`config.mk`:
```
export PLATFORM = sky130hd
export DESIGN_NAME = vga_timing_gen
export DESIGN_NICKNAME = d
export VERILOG_FILES = /design/src/rtl/vga_timing_gen.sv
export SDC_FILE = /design/constraint.sdc
export NUM_CORES = 1
export LEC_CHECK = 0
export ABC_AREA = 1
export CELL_PAD_IN_SITES_DETAIL_PLACEMENT = 0
export CELL_PAD_IN_SITES_GLOBAL_PLACEMENT = 2
export CORE_MARGIN = 2
export CORE_UTILIZATION = 30
export DETAILED_ROUTE_END_ITERATION = 10
export GPL_ROUTABILITY_DRIVEN = 0
export PLACE_DENSITY_LB_ADDON = 0.15
export SLEW_MARGIN = 20
export SYNTH_ARGS = -nofsm -noshare
export SYNTH_HDL_FRONTEND = slang
export SYNTH_SLANG_ARGS = --single-unit
```
`constraint.sdc`:
```
create_clock -name pclk -period 5.65 [get_ports pclk]
set_clock_uncertainty 0.1 [all_clocks]
set_input_delay 1.13 -clock pclk [delete_from_list [all_inputs] [get_ports pclk]]
set_output_delay 1.13 -clock pclk [all_outputs]
set_load 0.01 [all_outputs]
```
`src/rtl/vga_timing_gen.sv`:
```
// vga_timing_gen: parametrised VGA/VESA raster timing generator (pclk domain).
// Ports:
//   pclk, rst_n            clock, async active-low reset
//   en                     pixel enable; counters advance only when 1
//   hcount, vcount         raster position (CNT_W bits)
//   hblnk, vblnk           blanking flags
//   hsync, vsync           sync pulses, active level HSYNC_POL / VSYNC_POL
//   line_start             one-cycle strobe when hcount first shows 0
//   frame_start            one-cycle strobe when (hcount,vcount) first show (0,0)
//   frame_cnt              16-bit frame counter, present only with VGA_TIMING_FRAME_CNT_EN
// Optional feature macro: VGA_TIMING_FRAME_CNT_EN
module vga_timing_gen #(
    parameter int unsigned CNT_W     = 11,
    parameter int unsigned H_ACTIVE  = 800,
    parameter int unsigned H_FP      = 40,
    parameter int unsigned H_SYNC    = 128,
    parameter int unsigned H_BP      = 88,
    parameter int unsigned V_ACTIVE  = 600,
    parameter int unsigned V_FP      = 1,
    parameter int unsigned V_SYNC    = 4,
    parameter int unsigned V_BP      = 23,
    parameter bit          HSYNC_POL = 1'b1,
    parameter bit          VSYNC_POL = 1'b1
) (
    input  logic             pclk,
    input  logic             rst_n,
    input  logic             en,
    output logic [CNT_W-1:0] hcount,
    output logic [CNT_W-1:0] vcount,
    output logic             hblnk,
    output logic             vblnk,
    output logic             hsync,
    output logic             vsync,
    output logic             line_start,
    output logic             frame_start
`ifdef VGA_TIMING_FRAME_CNT_EN
    ,
    output logic [15:0]      frame_cnt
`endif
);

    localparam int unsigned H_TOTAL = H_ACTIVE + H_FP + H_SYNC + H_BP;
    localparam int unsigned V_TOTAL = V_ACTIVE + V_FP + V_SYNC + V_BP;
    localparam longint unsigned CNT_RANGE = 64'(1) << CNT_W;

    // Decode thresholds; all are below H_TOTAL/V_TOTAL so they fit in CNT_W bits.
    localparam logic [CNT_W-1:0] H_LAST   = CNT_W'(H_TOTAL - 1);
    localparam logic [CNT_W-1:0] V_LAST   = CNT_W'(V_TOTAL - 1);
    localparam logic [CNT_W-1:0] H_BLNK   = CNT_W'(H_ACTIVE);
    localparam logic [CNT_W-1:0] V_BLNK   = CNT_W'(V_ACTIVE);
    localparam logic [CNT_W-1:0] HS_BEG   = CNT_W'(H_ACTIVE + H_FP);
    localparam logic [CNT_W-1:0] HS_END   = CNT_W'(H_ACTIVE + H_FP + H_SYNC);
    localparam logic [CNT_W-1:0] VS_BEG   = CNT_W'(V_ACTIVE + V_FP);
    localparam logic [CNT_W-1:0] VS_END   = CNT_W'(V_ACTIVE + V_FP + V_SYNC);

    // Elaboration-time geometry sanity checks.
    if (64'(H_TOTAL) > CNT_RANGE || 64'(V_TOTAL) > CNT_RANGE) begin : g_bad_total
        $error("vga_timing_gen: H_TOTAL/V_TOTAL exceed counter range");
    end
    if (H_FP == 0 || H_SYNC == 0 || H_BP == 0 || V_FP == 0 || V_SYNC == 0 || V_BP == 0) begin : g_bad_porch
        $error("vga_timing_gen: porch/sync parameters must be non-zero");
    end

    logic [CNT_W-1:0] h_nxt_c;
    logic [CNT_W-1:0] v_nxt_c;
    logic             h_wrap_c;
    logic             f_wrap_c;

    // Next-state raster position; decodes below use it so flags align with the shown counts.
    always_comb begin
        h_nxt_c  = hcount;
        v_nxt_c  = vcount;
        h_wrap_c = 1'b0;
        f_wrap_c = 1'b0;
        if (en) begin
            h_wrap_c = (hcount == H_LAST);
            h_nxt_c  = h_wrap_c ? '0 : hcount + CNT_W'(1);
            if (h_wrap_c) begin
                f_wrap_c = (vcount == V_LAST);
                v_nxt_c  = f_wrap_c ? '0 : vcount + CNT_W'(1);
            end
        end
    end

    // Registered counters, flags and strobes.
    always_ff @(posedge pclk or negedge rst_n) begin
        if (!rst_n) begin
            hcount      <= '0;
            vcount      <= '0;
            hblnk       <= 1'b0;
            vblnk       <= 1'b0;
            hsync       <= ~HSYNC_POL;
            vsync       <= ~VSYNC_POL;
            line_start  <= 1'b0;
            frame_start <= 1'b0;
        end else begin
            hcount      <= h_nxt_c;
            vcount      <= v_nxt_c;
            hblnk       <= (h_nxt_c >= H_BLNK);
            vblnk       <= (v_nxt_c >= V_BLNK);
            hsync       <= (h_nxt_c >= HS_BEG && h_nxt_c < HS_END) ? HSYNC_POL : ~HSYNC_POL;
            vsync       <= (v_nxt_c >= VS_BEG && v_nxt_c < VS_END) ? VSYNC_POL : ~VSYNC_POL;
            line_start  <= h_wrap_c;
            frame_start <= f_wrap_c;
        end
    end

`ifdef VGA_TIMING_FRAME_CNT_EN
    // Frame counter lands in the same cycle frame_start is shown.
    always_ff @(posedge pclk or negedge rst_n) begin
        if (!rst_n) begin
            frame_cnt <= 16'd0;
        end else if (f_wrap_c) begin
            frame_cnt <= frame_cnt + 16'd1;
        end
    end
`endif

endmodule
```
After elaboration in Yosys (flattened, before gate mapping)
Cells that the tools add are included.

storage, ports and cells
  bits of input ports = 3
  latch bits = 0
  logic and storage cells = 30
  output and inout bits = 28
  ROM bits = 0
  register bits after elaboration = 28
  memory bits (writable) = 0
  memories = 0

cells by class
  order comparisons = 6
  multipliers = 0
  reduce and logical (&&, ||, !) cells = 2
  bitwise logic cells = 0
  add/subtract/negate cells = 2
  shifts and indexed selects = 0
  multiplexer cells = 10
  divide/modulo/power cells = 0
  equality and inequality tests = 2

operators by type and width
  cell                     count
  $mux W11                 5
  $ge A11 B10 Y1 const B   4
  $add A11 B1 Y11 const B  2
  $lt A11 B10 Y1 const B   2
  $eq A11 B10 Y1 const B   1
  $eq A11 B11 Y1 const B   1
  $mux W1                  5
  $logic_and A1 B1 Y1      2

Depth between registers and ports, before layout
  depth after elaboration = 7
  gate-level depth with buffers = 16
  depth with buffers taken out = 16

Least setup slack after synthesis
No wires, ideal clock.

  kind = input to register
  from = input en
  to = register vsync
  setup slack = 3.106 ns
  data required time = 5.435 ns
  setup time = 0.115 ns
  path buffers = 2
  arrival time = 2.329 ns
  stages on the path = 15
  cell sequence = buf_2 -> nand2_1 -> inv_2 -> nand2_2 -> nor2_4 -> buf_8 -> nand2_4 -> nand2_2 -> nand3_2 -> nor2_2 -> nand2_2 -> nor2_4 -> nand3_1 -> nand2_1 -> nor2_1

on the way
  cells in the longest elaborated chain, start to end = 4
  elaborated cells on any way between the ends = 5
  those cells by class = order compare (2); mux (2); reduce/logical (1)

RTL lines
  what                                                     line  text
  start, declared                                          27    input logic en,
  $mux W11 (*)                                             75    if (en) begin
  $ge A11 B10 Y1 / $lt A11 B10 Y1 (equally long branches)  102   vsync <= (v_nxt_c >= VS_BEG && v_nxt_c < VS_END) ? VSYNC_POL : ~VSYNC_POL;
  $logic_and A1 B1 Y1 (*)                                  102
  $mux W1 (*)                                              102
  end signal, assigned                                     93    vsync <= ~VSYNC_POL;
  end signal, assigned                                     102
  end, declared                                            33    output logic vsync,

Mark *: on every way between the ends. The rest lies on a longest branch, timed or not.

Final worst setup path
Same ends and word-level chain as after synthesis.

==> key figures <==
CTS
  – Hold_buf cts: 0
  – Worst-Skew Late Latency: 280 ps
  – TritonCTS buffer count: 3
  – Root buffer cell: clkbuf_8
  – CTS H-Tree Depth: 1
  – Postcts setup bufs: 0
  – Post-CTS sizing: 0
  – Clk buf depth: 2
  – Clock Sinks: 28
  – CTS clk-pin slew, worst paths: 100 ps
  – TritonCTS clock tree: done

STA
  – Final setup fails: 0
  – Hold slack: 462 ps
  – Slew Limit Fails: 0
  – Period utilisation layout: 58.7%
  – Setup TNS: 0 ps
  – Final-report hold violation count: 0
  – Worst-Margin Slew: 556 ps
  – Relative slew slack: 62.8%
  – F_max: 301 MHz
  – RSZ-0062 raised after global routing: no
  – Crit path time final: 3320 ps

Worst setup path
  – Worst endpoint data arrival time: 3410 ps
  – CP Launch Type: primary input
  – CP Capture Type: flip-flop
  – Worst EP required: 5740 ps
  – Critical path fanouts, max: 16
  – Type of the worst setup path: in2reg

Die
  – Top Ports: 31
  – Die Ht: 79.3 um
  – Die width: 79.3 um
  – Row count: 27
  – Total core area: 5510 sq um
  – Initial cell density of the core: 30.9%
  – DIE AREA: 6290 sq um

Route
  – Routed vias: 1485
  – Detailed Route WL: 4080 um
  – Wire per inst: 12.5 um
  – Drt initial violations: 31
  – Routed vias/inst: 4.54
  – DRC viols: 0
  – Pre-Repair DR Iteration Count: 4
  – Final ANT Viol Nets: 0

Global route
  – Global route total overflow: 0
  – Largest net degree at the start of global routing: 29
  – First-pass GRT wire length: 6820 um
  – Antenna violations before repair: 0
  – Total GRT Usage: 14.1%
  – Vias in the first global route: 1429

Layout
  – Commonest cells after routing, fill and taps aside: 52 x nand2_1, 38 x inv_1, 30 x clkdlybuf4s50_1, 28 x dfrtp_1, 24 x nor2_1
  – Layout Utilization: 39.0%
  – Area Overhead vs Synth: 26.2%
  – Commonest non-fill, non-tap cell in the layout: nand2_1
  – Share of layout cells above drive strength 1: 11.8%
  – Nets@finish: 261
  – Fill count: 589
  – Number of standard cells in the final layout excluding fillers: 327
  – Antenna cell count: 0

Power and ir drop
  – Sequential share of power: 44.4%
  – VDD IR max: 0.140 mV
  – Pwr Total: 602 uW
  – Internal power: 405 uW
  – Switch share: 32.7%
  – Clock share of power: 26.8%
  – Logic gate share of total power: 28.7%
  – Power Dens Cells: 280 nW/um^2
  – LEAKAGE: 0.00102 uW
  – Psw: 197 uW

Logic synthesis
  – Mean area per synthesized cell: 7.64 sq um
  – Synth Net Count: 228
  – Cells after Synth: 223
  – Number of synthesis warnings: 0
  – Synthesized area: 1700 sq um
  – #FFs+latches synth: 28
  – Cell variety after synth: 31
  – Register area share after synthesis: 41.1%

Job
  – MaxCap Viol Count: 0

Status
  – Status: finished, final reports clean

Placement
  – I/O Buffers: 30
  – Dpl cells: 323
  – HPWL Detailed: 3200 um

Worst hold path
  – Hold crit path type: reg2reg
-- synthesized netlist by cell type (all sizes together) --
master  instances  area share, %
inv            39            8.6
xor2            2            1.0
nand3b          1           0.44
and2            1           0.37
xnor2           1           0.96
buf             2            1.2
dfrtp          28             41
nand2          60             15
nand4          10            4.0
nand3          22            8.5
clkbuf          1           0.22
or2             1           0.37
clkinv          1           0.22
nor3            7            3.6
o21ai           9            2.6
ha              2            1.5
a21oi           5            1.5
nor4            1           0.37
nor2           30            8.7
-- cells by family (layout without fill, tap and decap cells) --
logic type,Yosys count,count (layout),share of synthesized area [%]
and+or+nand+nor,133,133,41.1
AOI/OAI and AO/OA,14,14,4.11
xor gates and xnor gates,3,3,1.98
buffers and inverters,43,75,10.2
DFF,28,28,41.1
adders and majority gates,2,2,1.47
-- critical path, cell delays in order --
cell	delay [ps]
clkdlybuf4s50_1	820
nand2_1	160
inv_2	80
nand2_2	70
nor2_4	320
nand2_1	150
xnor2_2	200
nand2_1	100
nor2_1	100
nand3_1	80
nand2_1	60
inv_1	50
nand2_1	50
nor2_1	30
-- stage by stage --
step | setup WS, ps | cell area, sq um
6_report | 2330 | 2150
5_1_grt | 2080 | 2150
4_1_cts | 2290 | 2150
3_5_place_dp | 1980 | 2080
3_3_place_gp | 2010 | 2080
2_1_floorplan | 3110 | 1700
-- power by group through the flow --
stage	Clock [uW]	Sequential, uW	Combinational, uW
3_3_place_gp	0	272	177
6_report	162	268	173
3_5_place_dp	0	272	175
2_1_floorplan	0	277	81.2
5_1_grt	177	274	194
4_1_cts	169	268	175
-- cell type report --
class	count	area, sq um	share of cell area (%)
clock inverters	1	30.0	1.40
clock buffers	3	41.3	1.92
flip-flops and latches	28	701	32.6
inverters	40	150	6.99
repair buffers	31	308	14.3
multi-input cells	152	828	38.6
well taps	72	90.1	4.19
-- worst paths after layout --
check                      slack, ps  cells past startpoint                start                  end
max                             2330                     14                   en      vsync$_DFF_PN0_
min in group asynchronous       1120                      2                rst_n  vcount[3]$_DFF_PN0_
min reg2reg                      460                      2  hcount[1]$_DFF_PN0_  hcount[1]$_DFF_PN0_
max reg2reg                     3410                     14  hcount[1]$_DFF_PN0_      vsync$_DFF_PN0_
max in group asynchronous       4060                      2                rst_n  hcount[1]$_DFF_PN0_
min                              460                      2  hcount[1]$_DFF_PN0_  hcount[1]$_DFF_PN0_
-- sequential cells by signal, summed over array words and instances, names as in the netlist --
register     count
frame_start      1
vblnk            1
line_start       1
vcount          11
hsync            1
hcount          11
vsync            1
hblnk            1
-- metal layers --
metal	GRT usage [%]	up-vias	wire, um
li1	-	764	-
met1	17.7	698	1820
met2	24.2	19	2090
met3	2.16	4	109
met4	5.69	0	57
met5	0	-	0
(Power assumes the default switching activity.)
